**config.mk**
```make
export PLATFORM = sky130hd
export DESIGN_NAME = hazard_forward_ctrl
export DESIGN_NICKNAME = d
export VERILOG_FILES = /design/src/rtl/hazard_forward_ctrl_pkg.sv /design/src/rtl/hazard_md_counter.sv /design/src/rtl/hazard_forward_ctrl.sv
export SDC_FILE = /design/constraint.sdc
export NUM_CORES = 1
export LEC_CHECK = 0
export CAP_MARGIN = 20
export CORE_MARGIN = 3
export CORE_UTILIZATION = 42
export CTS_BUF_LIST = sky130_fd_sc_hd__clkbuf_2
export DETAILED_ROUTE_END_ITERATION = 7
export PLACE_DENSITY = 0.75
export SYNTH_ARGS = -nofsm -noshare
export SYNTH_HDL_FRONTEND = slang
export SYNTH_SLANG_ARGS = --single-unit
```
**constraint.sdc**
```tcl
create_clock -name clk -period 3 [get_ports clk]
set_clock_uncertainty 0.05 [all_clocks]
set_input_delay 0.3 -clock clk [delete_from_list [all_inputs] [get_ports clk]]
set_output_delay 0.3 -clock clk [all_outputs]
set_load 0.05 [all_outputs]
```
**src/rtl/hazard_forward_ctrl_pkg.sv**
```systemverilog
// rtl/hazard_forward_ctrl_pkg.sv - shared forwarding encodings and register-match helper
package hazard_forward_ctrl_pkg;

  localparam logic [1:0] FWD_RF   = 2'd0;
  localparam logic [1:0] FWD_WB   = 2'd1;
  localparam logic [1:0] FWD_MEM  = 2'd2;
  localparam logic [4:0] REG_ZERO = 5'd0;

  // A later stage produces a value the reader needs; $0 is hard-wired so it never matches.
  function automatic logic regHit(input logic we, input logic [4:0] dst, input logic [4:0] src);
    return we && (dst != REG_ZERO) && (dst == src);
  endfunction

endpackage

```
**src/rtl/hazard_md_counter.sv**
```systemverilog
// rtl/hazard_md_counter.sv - mult/div busy counter, reloaded on every MDU start
module hazard_md_counter #(
  parameter int MD_LAT = 32
) (
  input  logic clk,
  input  logic rst,
  input  logic MdStartE,
  output logic MdBusy
);

  localparam logic [5:0] LAT = 6'(MD_LAT);

  logic [5:0] cnt;

  always_ff @(posedge clk) begin
    if (rst) begin
      cnt <= 6'd0;
    end else if (MdStartE) begin
      cnt <= LAT;
    end else if (cnt != 6'd0) begin
      cnt <= cnt - 6'd1;
    end
  end

  assign MdBusy = (cnt != 6'd0);

endmodule

```
**src/rtl/hazard_forward_ctrl.sv**
```systemverilog
// rtl/hazard_forward_ctrl.sv - operand forwarding, stall/flush generation and stall counting
module hazard_forward_ctrl
  import hazard_forward_ctrl_pkg::*;
#(
  parameter int MD_LAT = 32,
  parameter int CNT_W  = 32
) (
  input  logic             clk,
  input  logic             rst,
  input  logic [4:0]       RsD,
  input  logic [4:0]       RtD,
  input  logic [4:0]       RsE,
  input  logic [4:0]       RtE,
  input  logic [4:0]       WriteRegE,
  input  logic             RegWriteE,
  input  logic             MemtoRegE,
  input  logic [4:0]       WriteRegM,
  input  logic             RegWriteM,
  input  logic             MemtoRegM,
  input  logic [4:0]       WriteRegW,
  input  logic             RegWriteW,
  input  logic             BranchD,
  input  logic             MdUseD,
  input  logic             MdStartE,
  output logic [1:0]       ForwardAE,
  output logic [1:0]       ForwardBE,
  output logic             ForwardAD,
  output logic             ForwardBD,
  output logic             StallF,
  output logic             StallD,
  output logic             FlushE,
  output logic             MdBusy,
  output logic [CNT_W-1:0] StallCnt
);

  logic lwStall;
  logic brStall;
  logic mdStall;
  logic anyStall;

  hazard_md_counter #(.MD_LAT(MD_LAT)) uMdCounter (
    .clk      (clk),
    .rst      (rst),
    .MdStartE (MdStartE),
    .MdBusy   (MdBusy)
  );

  // M holds the newest result, so it wins over W for the same register.
  always_comb begin
    ForwardAE = FWD_RF;
    ForwardBE = FWD_RF;
    if (!rst) begin
      if (regHit(RegWriteM, WriteRegM, RsE))      ForwardAE = FWD_MEM;
      else if (regHit(RegWriteW, WriteRegW, RsE)) ForwardAE = FWD_WB;
      if (regHit(RegWriteM, WriteRegM, RtE))      ForwardBE = FWD_MEM;
      else if (regHit(RegWriteW, WriteRegW, RtE)) ForwardBE = FWD_WB;
    end
  end

  assign ForwardAD = !rst && regHit(RegWriteM, WriteRegM, RsD);
  assign ForwardBD = !rst && regHit(RegWriteM, WriteRegM, RtD);

  assign lwStall = MemtoRegE &&
                   (regHit(RegWriteE, WriteRegE, RsD) || regHit(RegWriteE, WriteRegE, RtD));

  // A branch resolves in D, so an ALU result still in E or load data still in M is too late.
  assign brStall = BranchD &&
                   (regHit(RegWriteE, WriteRegE, RsD) || regHit(RegWriteE, WriteRegE, RtD) ||
                    regHit(MemtoRegM, WriteRegM, RsD) || regHit(MemtoRegM, WriteRegM, RtD));

  // The counter only loads at the end of the start cycle, so MdStartE covers that first cycle.
  assign mdStall = MdUseD && (MdBusy || MdStartE);

  assign anyStall = !rst && (lwStall || brStall || mdStall);
  assign StallF   = anyStall;
  assign StallD   = anyStall;
  assign FlushE   = rst || anyStall;

  always_ff @(posedge clk) begin
    if (rst) begin
      StallCnt <= '0;
    end else if (StallD && (StallCnt != {CNT_W{1'b1}})) begin
      StallCnt <= StallCnt + CNT_W'(1);
    end
  end

endmodule

```
* After elaboration in Yosys (flattened, before gate mapping)
Index checks and enable logic that the tools add are counted.
Operators by class: equal/unequal tests 9, $add $sub $neg 2, mux-type cells 8, reductions and logical operators 35
Operators by type and width (count):
- $eq 5x5->1 | 8
- $add 32x1->32 const B | 1
- $ne 32x32->1 const B | 1
- $logic_and 1x1->1 | 21
- $reduce_bool 5->1 | 3
- $mux 6 | 2
- $mux 2 | 4
- $logic_or 1x1->1 | 7
- $reduce_bool 6->1 | 1
- $sub 6x1->6 const B | 1
- $mux 1 | 2
- $reduce_bool 2->1 | 1
- $reduce_or 2->1 | 1
- $logic_not 1->1 | 1
Word-level totals: output and inout port bits 42, logic and storage cells 57, input bits 45, register bits 38

* Depth between registers and ports, before layout
depth after elaboration 11, gate-level depth with buffers 11, depth with buffers taken out 8

* Cells and area by module
Synthesis repeated with hierarchy kept, for this count alone.
Second synthesis, totals: cell total of the unflattened synthesis 318, area, all modules 2516.2 um2
Modules (own cells, without submodules):
- hazard_forward_ctrl | times used 1, area an instance 2188.3 um2, cells each 285, sequential area each 640.6 um2
- hazard_md_counter | times used 1, area an instance 327.8 um2, cells each 33, sequential area each 120.1 um2

* Worst setup path after synthesis
OpenSTA, ideal clock, no wires.
path type register -> output, from reg uMdCounter.cnt[0], to out StallF, data required time 2.650 ns, buffers on the path 1, setup slack 0.135 ns, data arrival time 2.515 ns, stages on the path, launching flop included 9, path through dfxtp_1 -> inv_1 -> ha_1 -> nand3_1 -> o21ai_0 -> o21ai_2 -> nor2_1 -> nor2_1 -> buf_4
On the way: cells in the longest elaborated chain, start to end 5
Ends and longest elaborated chain:
- start: declaration | line hazard_md_counter.sv:13 | logic [5:0] cnt;
- start signal: assignment | line hazard_md_counter.sv:21 | cnt <= cnt - 6'd1;
- $reduce_bool 6->1 | line hazard_md_counter.sv:25 | assign MdBusy = (cnt != 6'd0);
- net MdBusy | line hazard_forward_ctrl.sv:32 | output logic MdBusy,
- $logic_or 1x1->1 | line hazard_forward_ctrl.sv:72 | assign mdStall = MdUseD && (MdBusy || MdStartE);
- $logic_and 1x1->1 | line hazard_forward_ctrl.sv:72
- $logic_or 1x1->1 | line hazard_forward_ctrl.sv:74 | assign anyStall = !rst && (lwStall || brStall || mdStall);
- $logic_and 1x1->1 | line hazard_forward_ctrl.sv:74
- end: declaration | line hazard_forward_ctrl.sv:29 | output logic StallF,
The timed path passes the listed nets, and every way through them passes these cells.

* Worst setup path after layout
from reg uMdCounter.cnt[0], to out FlushE
On the way: cells in the longest elaborated chain, start to end 6
Ends and longest elaborated chain:
- $reduce_bool 6->1 | line hazard_md_counter.sv:25
- $logic_or 1x1->1 | line hazard_forward_ctrl.sv:72
- $logic_and 1x1->1 | line hazard_forward_ctrl.sv:72
- $logic_or 1x1->1 | line hazard_forward_ctrl.sv:74
- $logic_and 1x1->1 | line hazard_forward_ctrl.sv:74
- $logic_or 1x1->1 | line hazard_forward_ctrl.sv:77 | assign FlushE = rst || anyStall;
- end: declaration | line hazard_forward_ctrl.sv:31 | output logic FlushE,
Every way passes these cells.

==> flow_summary.yaml <==
worst_setup_path:
  critical_path_class: "flop to primary output"
  crit_path_cell_trace: "inv_1 -> ha_1 -> nand3_1 -> o21ai_0 -> o21ai_2 -> or3_2 -> buf_4"
  slowest_stage: "or3_2"
  startpoint_type: "flop"
  crit_fanout: 7
  crit_path_end_kind: "primary output"
  crit_arrival_ns: 2.31
  crit_buf_inv: 2
  critPathRequiredTime_ns: 2.65
  crit_family: "simple AND/OR/NAND/NOR gates"
  cpPeakStageDelay_ns: 0.42
detailed_routing:
  drt-pass1-iter-count: 4
  viasPerCell: 5.538
  vias: 2592
  post-route-drc-count: 0
  antenna_left: 0
  drt_wl_total_mm: 6.695
  drt_iter0_drc: 147
  detail_route.wl_per_cell_um: 14.31
synthesis:
  synth_top_family_by_area: "simple AND/OR/NAND/NOR gates"
  synth_mux_area_share_pct: 1.272
  synthArstFlopShare_pct: 0
  synthAdderAreaFrac_pct: 1.468
  seq_area_frac_synth_pct: 29.75
  ys_ff_latch: 38
  synth_edf_count: 0
  synthCells: 316
  avgSynthCellArea_sq_um: 8.093
  synth_area_sq_um: 2557
  yosys_warnings: 0
  synth_nets: 364
  synthSimpleGateAreaFrac_pct: 29.35
  synth_xor_xnor_area_share_pct: 16.78
  synth_compound_area_share_pct: 16.34
  yosysUniqueCellTypes: 46
  ys.flop_type: "dfxtp_1"
clocking:
  cts_resized: 0
  post_cts_buffers: 0
  cts_sinks: 38
  clk_latency_ns: 0.40
  cts_tree: "yes"
  cts_buffers: 5
  htree_levels: 2
  clk_path_buf_depth: 2
  ctsHoldBuffers: 0
  cts-root-buf: "clkbuf_2"
  clkSlewWorstSetupHoldPaths_ns: 0.22
pwr:
  p_int_w: 0.0008149
  pwr-share-seq_pct: 42.6
  p_sw_share_pct: 38.63
  ir_worst_vdd_mv: 0.2963
  p_comb_share_pct: 39.6
  p_leak_nw: 1.176
  power_frac_clock_pct: 17.8
  p_sw_w: 0.0005129
  pwr_density_cell_nw_per_um2: 373.5
final_layout:
  areaGrowthSynthToFinish_pct: 38.99
  fin_area_sq_um: 3555
  multiInputGateArea_sq_um: 1668
  diodes: 0
  drive_above_1_share_pct: 9.343
  fin_nets: 443
  nFillCells: 517
  seq_area_sq_um: 760.7
sta:
  finalHoldWorstSlack_ns: 0.4628
  finalSetupViolCount: 0
  hold_viol_final: 0
  fin_crit_ns: 2.665
  grt_setup_unrepaired: "no"
  worst_slack_ns: 0.3354
  timing.fmax_ghz: 0.3753
  slew_headroom_pct: 64.75
  period_share_pct: 88.82
  tightest_slew_ns: 0.5271
  final.setup.tns_ns: 0
  slew_violations: 0
placed_design:
  gp_congestion: 0.8285
  port_buffers: 86
  hpwl_mm: 5.233
  dp_slack_ns: 0.2928
  place_area_sq_um: 3513
die:
  die_h_um: 84.04
  core_area_sq_um: 5709
  start_util_pct: 44.80
  die_area_sq_um: 7062
  rows: 27
  num_io_pins: 87
  die_w_um: 84.04
grt:
  antenna_found_initial: 0
  grt_pass1_wl_mm: 11.43
  grt_usage_pct: 19.35
  grt_max_degree: 46
  grt_overflow: 0
  grt_pass1_vias: 2512
hold_path:
  hp-class: "flop to flop"
job:
  drv_cap: 0
outcome:
  outcome: "completed"
[stage by stage]
| step | power (W) | utilization [%] | std cells |
|---|---|---|---|
| after floorplan | 0.0009359 | - | 316 |
| after global placement | 0.001093 | 61.54 | 460 |
| after detailed placement | 0.001103 | 61.54 | 460 |
| after CTS | 0.001342 | 62.26 | 468 |
| after global routing | 0.001412 | 62.26 | 468 |
| final | 0.001328 | 62.26 | 468 |
[layout make-up]
cell class | instances | area share [%]
clock buffer | 5 | 0.7040
clock inverter | 3 | 0.4576
inverter | 7 | 0.7392
multi-input combinational | 253 | 46.92
sequential | 38 | 21.40
tap | 72 | 2.534
timing repair buffer | 90 | 27.24
[logic make-up (layout without fill, tap and decap cells)]
| group | Yosys count | count (layout) |
|---|---|---|
| flip-flops | 38 | 38 |
| AND/OR/NAND/NOR | 133 | 133 |
| buffers and inverters | 25 | 105 |
| adder cells (fa/ha/maj) | 3 | 3 |
| XOR/XNOR | 49 | 49 |
| multiplexers | 3 | 3 |
| AO/OA/AOI/OAI | 65 | 65 |
[cell usage in the layout, fill, tap and decap left out, types with 10 or more instances in the layout]
cell	count
xnor2_1	19
nand2_1	17
a21oi_1	27
dfxtp_1	38
or3_1	12
o21ai_0	10
or4_1	15
o31ai_1	13
clkdlybuf4s50_1	77
xor2_1	30
nand3_1	17
nor2_1	27
[synthesized netlist by cell type, types with 2 or more instances]
master	instances	area [sq um]
nor2_1	27	101.4
clkbuf_1	7	26.28
o21ai_0	10	50.05
buf_2	3	15.01
o31ai_1	13	97.59
nor2b_1	3	18.77
nand3_1	17	85.08
ha_1	3	37.54
xor2_1	30	262.8
a21oi_1	27	135.1
nand2_1	17	63.81
buf_4	2	15.01
nand4_1	7	43.79
mux2_2	2	22.52
and3_1	4	25.02
o21ai_2	2	17.52
nor3_2	3	30.03
o21ai_1	3	15.01
dfxtp_1	38	760.7
nand3_2	3	30.03
xnor2_1	19	166.4
and4_1	7	61.31
buf_1	2	7.510
inv_1	6	22.52
nor4_1	5	31.28
nor3_1	8	40.04
or3_1	12	75.07
buf_6	3	33.78
and2_1	2	12.51
or4_1	15	112.6
[tightest hold or removal path, cell delays in order, from the launching register on]
cell,delay (ns)
dfxtp_1,0.38
o31ai_1,0.07
a21oi_1,0.06
[power groups by stage]
stage	logic [W]	registers (W)	clock network (W)
final	0.000526	0.000565	0.000236
after global routing	0.000576	0.000571	0.000264
after CTS	0.000531	0.000566	0.000245
after detailed placement	0.000527	0.000576	0
after global placement	0.000518	0.000575	0
after floorplan	0.000341	0.000595	0
[layer usage]
| layer | global-route usage (%) | share of wire [%] | vias to the layer above |
|---|---|---|---|
| li1 | - | - | 1312 |
| met1 | 24.32 | 43 | 1211 |
| met2 | 33.00 | 51 | 63 |
| met3 | 3.653 | 4.5 | 6 |
| met4 | 6.433 | 1.4 | 0 |
| met5 | 0 | 0 | - |
[registers in the layout, indices dropped and copies added, names as in the netlist]
signal          count
StallCnt           32
uMdCounter.cnt      6
[worst paths after layout]
check,startpoint,to,slack [ns],cells after the start
max reg2reg,StallCnt[2],StallCnt[31],0.66,6
min reg2reg,StallCnt[21],StallCnt[21],0.46,2
min,StallCnt[21],StallCnt[21],0.46,2
max,uMdCounter.cnt[0],FlushE,0.34,7
(Power assumes the default switching activity.)
